$ cat config.mk
export PLATFORM = sky130hd
export DESIGN_NAME = keypad_encoder
export DESIGN_NICKNAME = d
export VERILOG_FILES = /design/src/rtl/keypad_encoder.sv
export SDC_FILE = /design/constraint.sdc
export NUM_CORES = 1
export LEC_CHECK = 0
export CORE_ASPECT_RATIO = 1.4
export CORE_MARGIN = 3
export CORE_UTILIZATION = 58
export DETAILED_ROUTE_END_ITERATION = 8
export PLACE_DENSITY = 0.83
export SLEW_MARGIN = 15
export SYNTH_ARGS = -nofsm -noshare
export SYNTH_HDL_FRONTEND = slang
export SYNTH_SLANG_ARGS = --single-unit
$ cat constraint.sdc
create_clock -name clk -period 6.1 [get_ports clk]
set_input_delay 0.61 -clock clk [delete_from_list [all_inputs] [get_ports clk]]
set_output_delay 0.61 -clock clk [all_outputs]
set_load 0.05 [all_outputs]
$ cat src/rtl/keypad_encoder.sv
// Purpose: scans a 4x4 active-low keypad, debounces one key at a time and encodes digits/'#'.
// Latency: pulse at t0 + (DEBOUNCE-1)*SCAN_DIV + 1 after the first detecting sample t0.
// Backpressure: none; key_valid/enter are single-cycle pulses that must be consumed when seen.
//
// Ports:
//   clk, reset   - single rising-edge clock, synchronous active-high reset
//   col_in[3:0]  - column sense lines, active-low (0 = key closed on the driven row)
//   row_out[3:0] - row drive, active-low, exactly one bit low
//   key_in[3:0]  - last accepted digit 0-9 (meaningful while key_valid = 1)
//   key_valid    - one-cycle pulse, a new digit is on key_in
//   enter        - one-cycle pulse, '#' accepted
module keypad_encoder #(
    parameter int SCAN_DIV = 4,
    parameter int DEBOUNCE = 3
) (
    input  logic       clk,
    input  logic       reset,
    input  logic [3:0] col_in,
    output logic [3:0] row_out,
    output logic [3:0] key_in,
    output logic       key_valid,
    output logic       enter
);

    localparam int DIV_W = (SCAN_DIV > 1) ? $clog2(SCAN_DIV) : 1;
    localparam int CNT_W = $clog2(DEBOUNCE + 1);
    localparam logic [DIV_W-1:0] DWELL_LAST = DIV_W'(SCAN_DIV - 1);
    localparam logic [CNT_W-1:0] CNT_DONE   = CNT_W'(DEBOUNCE);
    localparam logic [CNT_W-1:0] CNT_ONE    = CNT_W'(1);

    typedef enum logic [1:0] {
        ST_SCAN,
        ST_DEBOUNCE,
        ST_EMIT,
        ST_RELEASE
    } state_t;

    state_t           state_q, state_d;
    logic [1:0]       row_q, row_d;
    logic [DIV_W-1:0] dwell_q, dwell_d;
    logic [CNT_W-1:0] cnt_q, cnt_d;
    logic [3:0]       cap_q, cap_d;
    logic [3:0]       key_q, key_d;

    logic       sample;
    logic       one_low;
    logic [1:0] col_idx;
    logic       is_digit;
    logic       is_hash;
    logic [3:0] digit_val;
    logic [3:0] row_ext;
    logic [3:0] col_ext;

    // Columns are only looked at on the last cycle of each row dwell so the
    // row drive has settled through the keypad wiring.
    assign sample  = (dwell_q == DWELL_LAST);
    assign row_out = ~(4'b0001 << row_q);

    // Exactly one column low; zero or several (ghosting) are ignored.
    always_comb begin
        one_low = 1'b0;
        case (col_in)
            4'b1110, 4'b1101, 4'b1011, 4'b0111: one_low = 1'b1;
            default:                            one_low = 1'b0;
        endcase
    end

    // Column index of the captured pattern (always one-hot-low once captured).
    always_comb begin
        col_idx = 2'd3;
        case (cap_q)
            4'b1110: col_idx = 2'd0;
            4'b1101: col_idx = 2'd1;
            4'b1011: col_idx = 2'd2;
            default: col_idx = 2'd3;
        endcase
    end

    // Rows 0-2, columns 0-2 hold digits 1-9 in reading order; row 3 is *,0,#,D.
    assign row_ext = {2'b00, row_q};
    assign col_ext = {2'b00, col_idx};

    always_comb begin
        is_digit  = 1'b0;
        is_hash   = 1'b0;
        digit_val = 4'd0;
        if (row_q != 2'd3) begin
            if (col_idx != 2'd3) begin
                is_digit  = 1'b1;
                digit_val = row_ext * 4'd3 + col_ext + 4'd1;
            end
        end else begin
            if (col_idx == 2'd1) begin
                is_digit  = 1'b1;
                digit_val = 4'd0;
            end else if (col_idx == 2'd2) begin
                is_hash = 1'b1;
            end
        end
    end

    // Next-state and outputs.
    always_comb begin
        state_d   = state_q;
        row_d     = row_q;
        dwell_d   = sample ? '0 : dwell_q + 1'b1;
        cnt_d     = cnt_q;
        cap_d     = cap_q;
        key_d     = key_q;
        key_in    = key_q;
        key_valid = 1'b0;
        enter     = 1'b0;

        case (state_q)
            ST_SCAN: begin
                if (sample) begin
                    if (one_low) begin
                        // Row stays put: row_q doubles as the captured row.
                        cap_d   = col_in;
                        cnt_d   = CNT_ONE;
                        state_d = (DEBOUNCE == 1) ? ST_EMIT : ST_DEBOUNCE;
                    end else begin
                        row_d = row_q + 2'd1;
                    end
                end
            end

            ST_DEBOUNCE: begin
                if (sample) begin
                    if (col_in == cap_q) begin
                        cnt_d = cnt_q + 1'b1;
                        if (cnt_q + 1'b1 == CNT_DONE) begin
                            state_d = ST_EMIT;
                        end
                    end else begin
                        cnt_d   = '0;
                        row_d   = row_q + 2'd1;
                        state_d = ST_SCAN;
                    end
                end
            end

            ST_EMIT: begin
                // Restart the dwell so release sampling is SCAN_DIV apart from here.
                dwell_d = '0;
                cnt_d   = '0;
                state_d = ST_RELEASE;
                if (is_digit) begin
                    key_valid = 1'b1;
                    key_in    = digit_val;
                    key_d     = digit_val;
                end else if (is_hash) begin
                    enter = 1'b1;
                end
            end

            ST_RELEASE: begin
                if (sample) begin
                    if (col_in == 4'hF) begin
                        if (cnt_q + 1'b1 == CNT_DONE) begin
                            cnt_d   = '0;
                            row_d   = row_q + 2'd1;
                            state_d = ST_SCAN;
                        end else begin
                            cnt_d = cnt_q + 1'b1;
                        end
                    end else begin
                        // Any bounce back to closed restarts the release count.
                        cnt_d = '0;
                    end
                end
            end

            default: begin
                state_d = ST_SCAN;
            end
        endcase
    end

    always_ff @(posedge clk) begin
        if (reset) begin
            state_q <= ST_SCAN;
            row_q   <= 2'd0;
            dwell_q <= '0;
            cnt_q   <= '0;
            cap_q   <= 4'hF;
            key_q   <= 4'd0;
        end else begin
            state_q <= state_d;
            row_q   <= row_d;
            dwell_q <= dwell_d;
            cnt_q   <= cnt_d;
            cap_q   <= cap_d;
            key_q   <= key_d;
        end
    end

endmodule

### Word-level counts from Yosys, hierarchy flattened

Index checks and enable logic that the tools add are counted.

* output and inout bits: 10
* input port bits: 6
* word-level logic and storage cells: 89
* register bits: 16

* shift operators: 1
* add/sub/neg operators: 5
* muxes and demuxes: 40
* multipliers: 1
* bitwise logic cells: 1
* reduce and logical (&&, ||, !) cells: 8
* equal/unequal tests: 27

Operator list (count)
* $mux 2: 20
* $eq 4x4->1 const B: 7
* $ne 2x2->1 const B: 10
* $mux 4: 4
* $pmux 2 s4: 2
* $mux 1: 12
* $pmux 2 s3: 2
* $eq 2x2->1 const B: 5
* $reduce_and 8->1: 1
* $reduce_and 7->1: 1
* $add 2x1->2 const B: 3
* $add 4x1->4 const B: 1
* $add 4x2->4: 1
* $eq 2x1->1 const B: 2
* $eq 4x3->1 const B: 1
* $eq 4x4->1: 1
* $mul 2x2->4 const B: 1
* $not 4->4: 1
* $reduce_and 4->1: 1
* $reduce_or 4->1: 1
* $shl 1x2->4 const A: 1
* $ne 3x3->1 const B: 1
* $reduce_and 3->1: 1
* $reduce_bool 3->1: 1
* 2 further kinds: 2

### Longest topological paths before layout

* depth in word-level cells: 9
* depth in mapped cells: 9
* depth with buffers taken out: 8

### Least setup slack after synthesis

Ideal clock, no wire load.

* path kind: flip-flop to output port
* start point: register cap_q[1]
* end point: output port key_in[2]
* stages on the path, launching flop included: 8
* buffers on the path: 1
* slack: 3.331 ns
* arrival: 2.159 ns
* required time: 5.490 ns
* cell sequence: dfxtp_1 > buf_2 > xor2_1 > nand3_1 > fa_1 > fa_1 > xor2_1 > a22o_1

* cells in the longest elaborated chain, start to end: 8
* elaborated cells between the ends (all ways): 15
* classes of those cells: 2 x add/sub; 5 x eq/ne; 8 x mux

Ends and longest elaborated chain
* start, declared: line 42 `logic [3:0] cap_q, cap_d;`
* start signal, assigned: line 193 `cap_q <= cap_d;`
* $eq 4x4->1: line 71 `case (cap_q)`
* $pmux 2 s3 (*): line 71
* $add 4x2->4: line 90 `digit_val = row_ext * 4'd3 + col_ext + 4'd1;`
* $add 4x1->4: line 90
* $mux 4: line 88 `if (col_idx != 2'd3) begin`
* $mux 4: line 87 `if (row_q != 2'd3) begin`
* $mux 4 (*): line 148 `if (is_digit) begin`
* $mux 4 (*)
* end, declared: line 20 `output logic [3:0] key_in,`

Every way passes the cells marked *; elsewhere a longest branch is shown, timed or not.

### Final worst setup path

* start point: register cap_q[0]
* end point: output port key_in[2]

The elaborated chain is that of the path after synthesis.

==> metrics <==
cts bufs inserted 3; power density cells 162 nW/um2; area occupied by multi-input gates between 800 and 900 um2; Syn-to-layout area delta 12.9%; final critical-path required period around 3.8 ns; DRT antenna net count 0; Power Total ~220 uW; first-pass GRT wire length ~4000 um; vias in the first global route 925; VDD IR-drop max 0.108 mV; leading area contributor after synthesis dfxtp_1; clock skew 0.00733 ns; Netlist cell types 46; CP required 5.49 ns; root buf cell clkbuf_4; 1st-iter DRT viols 31; clock power share between 30% and 40%; count of input and output buffers 15; status completed; Initial Utilization between 60 and 70%; Most used DFF post-synth dfxtp_1; FILL cells ~170; antenna violations before repair 0; number of synthesized flops with an enable pin 0; layout cells sized above 1 under 10%; Final Max Slew Viols 0; crit end category output pin; CTS clk-pin slew, worst paths roughly 0.10 ns; Worst-Margin Slew 0.634 ns; Post-Syn Area between 1000 and 1500 um2; fmax ~260 MHz; DP Wirelength approximately 1800 um; post-synthesis async set-or-reset flop share 0%; Setup crit start cap_q[0]; Synthesized Nets between 150 and 200; final setup TNS 0 ns; placed cells around 160; chip width between 40 and 50 um; Int Pwr around 160 uW; Layout Utilization roughly 70%; fin crit share a little over 60%; antenna diode count 0; pin count of the biggest net entering global routing 20; setup repair after global routing missed its margin false; Post-Syn Instances roughly 140; sequential power share between 50% and 60%; P_sw between 60 and 70 uW; Avg Vias per Cell about 6; Storage cell area between 300 and 400 um2; drt wl/cell 13.8 um; Core ar. approximately 2000 um2; Yosys reg bits 16; total congestion overflow 0; GPL Wtd Cong about 0.84; Setup Crit Path Kind register to output pin; die height between 60 and 70 um; clock tree buffer depth 2; Final nets 167; Ports 16; DRT Wirelength 2320 um; PostCTS Resize Cnt 0; Gate power share 17.9%; Finished Layout Cells approximately 170; Max-Cap Viols 0; die area between 2000 and 3000 um2; Synth area leaders dfxtp_1 (26%), ha_1 (11%), inv_1 (3.7%); CTS H-tree lvls 1; Post-CTS Setup Inserts 0; post-synth top area share a little over a quarter; Seq/Total Area, Yosys a little over a quarter; Final setup viols 0; DRC Markers 0; via count 996; synthesized area per cell 8.79 um2; Worst EP arrival roughly 3.2 ns; CP max FO 9; clk_lat worst skew ~0.29 ns; number of cell rows 19; synth warn 0; final hold violation count 0; hold_buf cts 0; TritonRoute pass-1 iters 4; slew margin rel. between 50% and 60%; critical path launch point type register; RR Startpoint cap_q[0]; Sink Count 16; Sw Share between 20% and 30%; min-delay src dwell_q[0]; total track usage between 10% and 20%; CTS tree yes; Hold Path Class register to register; Static Leak around 0.52 nW
## kinds of logic after synthesis
family                   after synthesis  share of synthesized area (%)
XOR/XNOR                               9                           6.45
AND/OR/NAND/NOR                       47                           23.5
AO/OA/AOI/OAI                         29                           19.4
flip-flops                            16                           26.2
buffers and inverters                 23                           8.20
adder cells (fa/ha/maj)               13                           14.5
multiplexers                           2                           1.74
## cell usage after synthesis (all sizes together), types with 2 or more instances
cell,number
dfxtp,16
inv,12
ha,11
buf,10
nand2,8
a21oi,7
nand3,6
nand2b,5
xor2,5
a211o,4
and3,4
nor2,4
nor2b,4
xnor2,4
a22o,3
a31oi,3
nand4,3
o21ai,3
a2111oi,2
fa,2
nor4b,2
o221ai,2
or3,2
## cells in the final DEF, fill, tap and decap left out, types with 2 or more instances in the layout
master / n
a211o_1: 4
a21oi_1: 7
a22o_1: 3
a31oi_1: 3
and3_1: 4
clkbuf_4: 3
clkdlybuf4s50_1: 15
dfxtp_1: 16
fa_1: 2
ha_1: 11
inv_1: 12
nand2_1: 7
nand2b_1: 5
nand3_1: 6
nand4_1: 3
nor2_1: 4
nor2b_1: 4
o21ai_0: 3
o221ai_1: 2
xnor2_1: 4
xor2_1: 5
## final cells by class
cell class | count | area share [%]
multi-input cells | 100 | 58.1
flip-flops and latches | 16 | 23.2
repair buffers | 15 | 10.9
inverters | 12 | 3.27
clock buffers | 4 | 2.63
well taps | 21 | 1.91
## registers in the layout (all words and copies together), names as in the netlist, named ones only
| name | flops |
|---|---|
| cap_q | 4 |
| cnt_q | 2 |
| key_q | 4 |
| state_q | 1 |
| dwell_q | 2 |
| row_q | 2 |
## per-stage QoR
stage	hold WS, ns	setup WS, ns	instance area [um2]
2_1_floorplan	0.408	3.33	1220
3_3_place_gp	0.417	2.69	1340
3_5_place_dp	0.430	2.62	1340
4_1_cts	0.444	2.28	1380
5_1_grt	0.484	2.14	1380
6_report	0.440	2.31	1380
## critical path: stages (launching register included)
cell and delay (ns):
dfxtp_1 0.59, xor2_1 0.19, nand3_1 0.11, fa_1 0.50, fa_1 0.43, xor2_1 0.14
a22o_1 0.15, clkdlybuf4s50_1 0.80
## power groups by stage
stage | Combinational [mW] | Clock, mW | Sequential [mW]
floorplan | 0.0339 | 0 | 0.112
global placement | 0.0383 | 0 | 0.114
detailed placement | 0.0401 | 0 | 0.114
CTS | 0.0403 | 0.0739 | 0.112
global route | 0.0444 | 0.0794 | 0.113
finish | 0.0399 | 0.0712 | 0.112
## final timing paths
check,cells past startpoint,endpoint,slack [ns]
worst min-delay path,1,dwell_q[0],0.44
worst max-delay path,7,key_in[2],2.31
worst min register to register,1,dwell_q[0],0.44
worst max register to register,7,key_q[2],3.69
## per-layer routing
metal | GRT usage [%] | vias up | routed length (um)
li1 | - | 505 | -
met3 | 2.71 | 6 | 83
met1 | 22.0 | 465 | 961
met2 | 35.5 | 20 | 1220
met5 | 0 | - | 0
met4 | 8.79 | 0 | 55
Power figures use the tool's default switching activity.
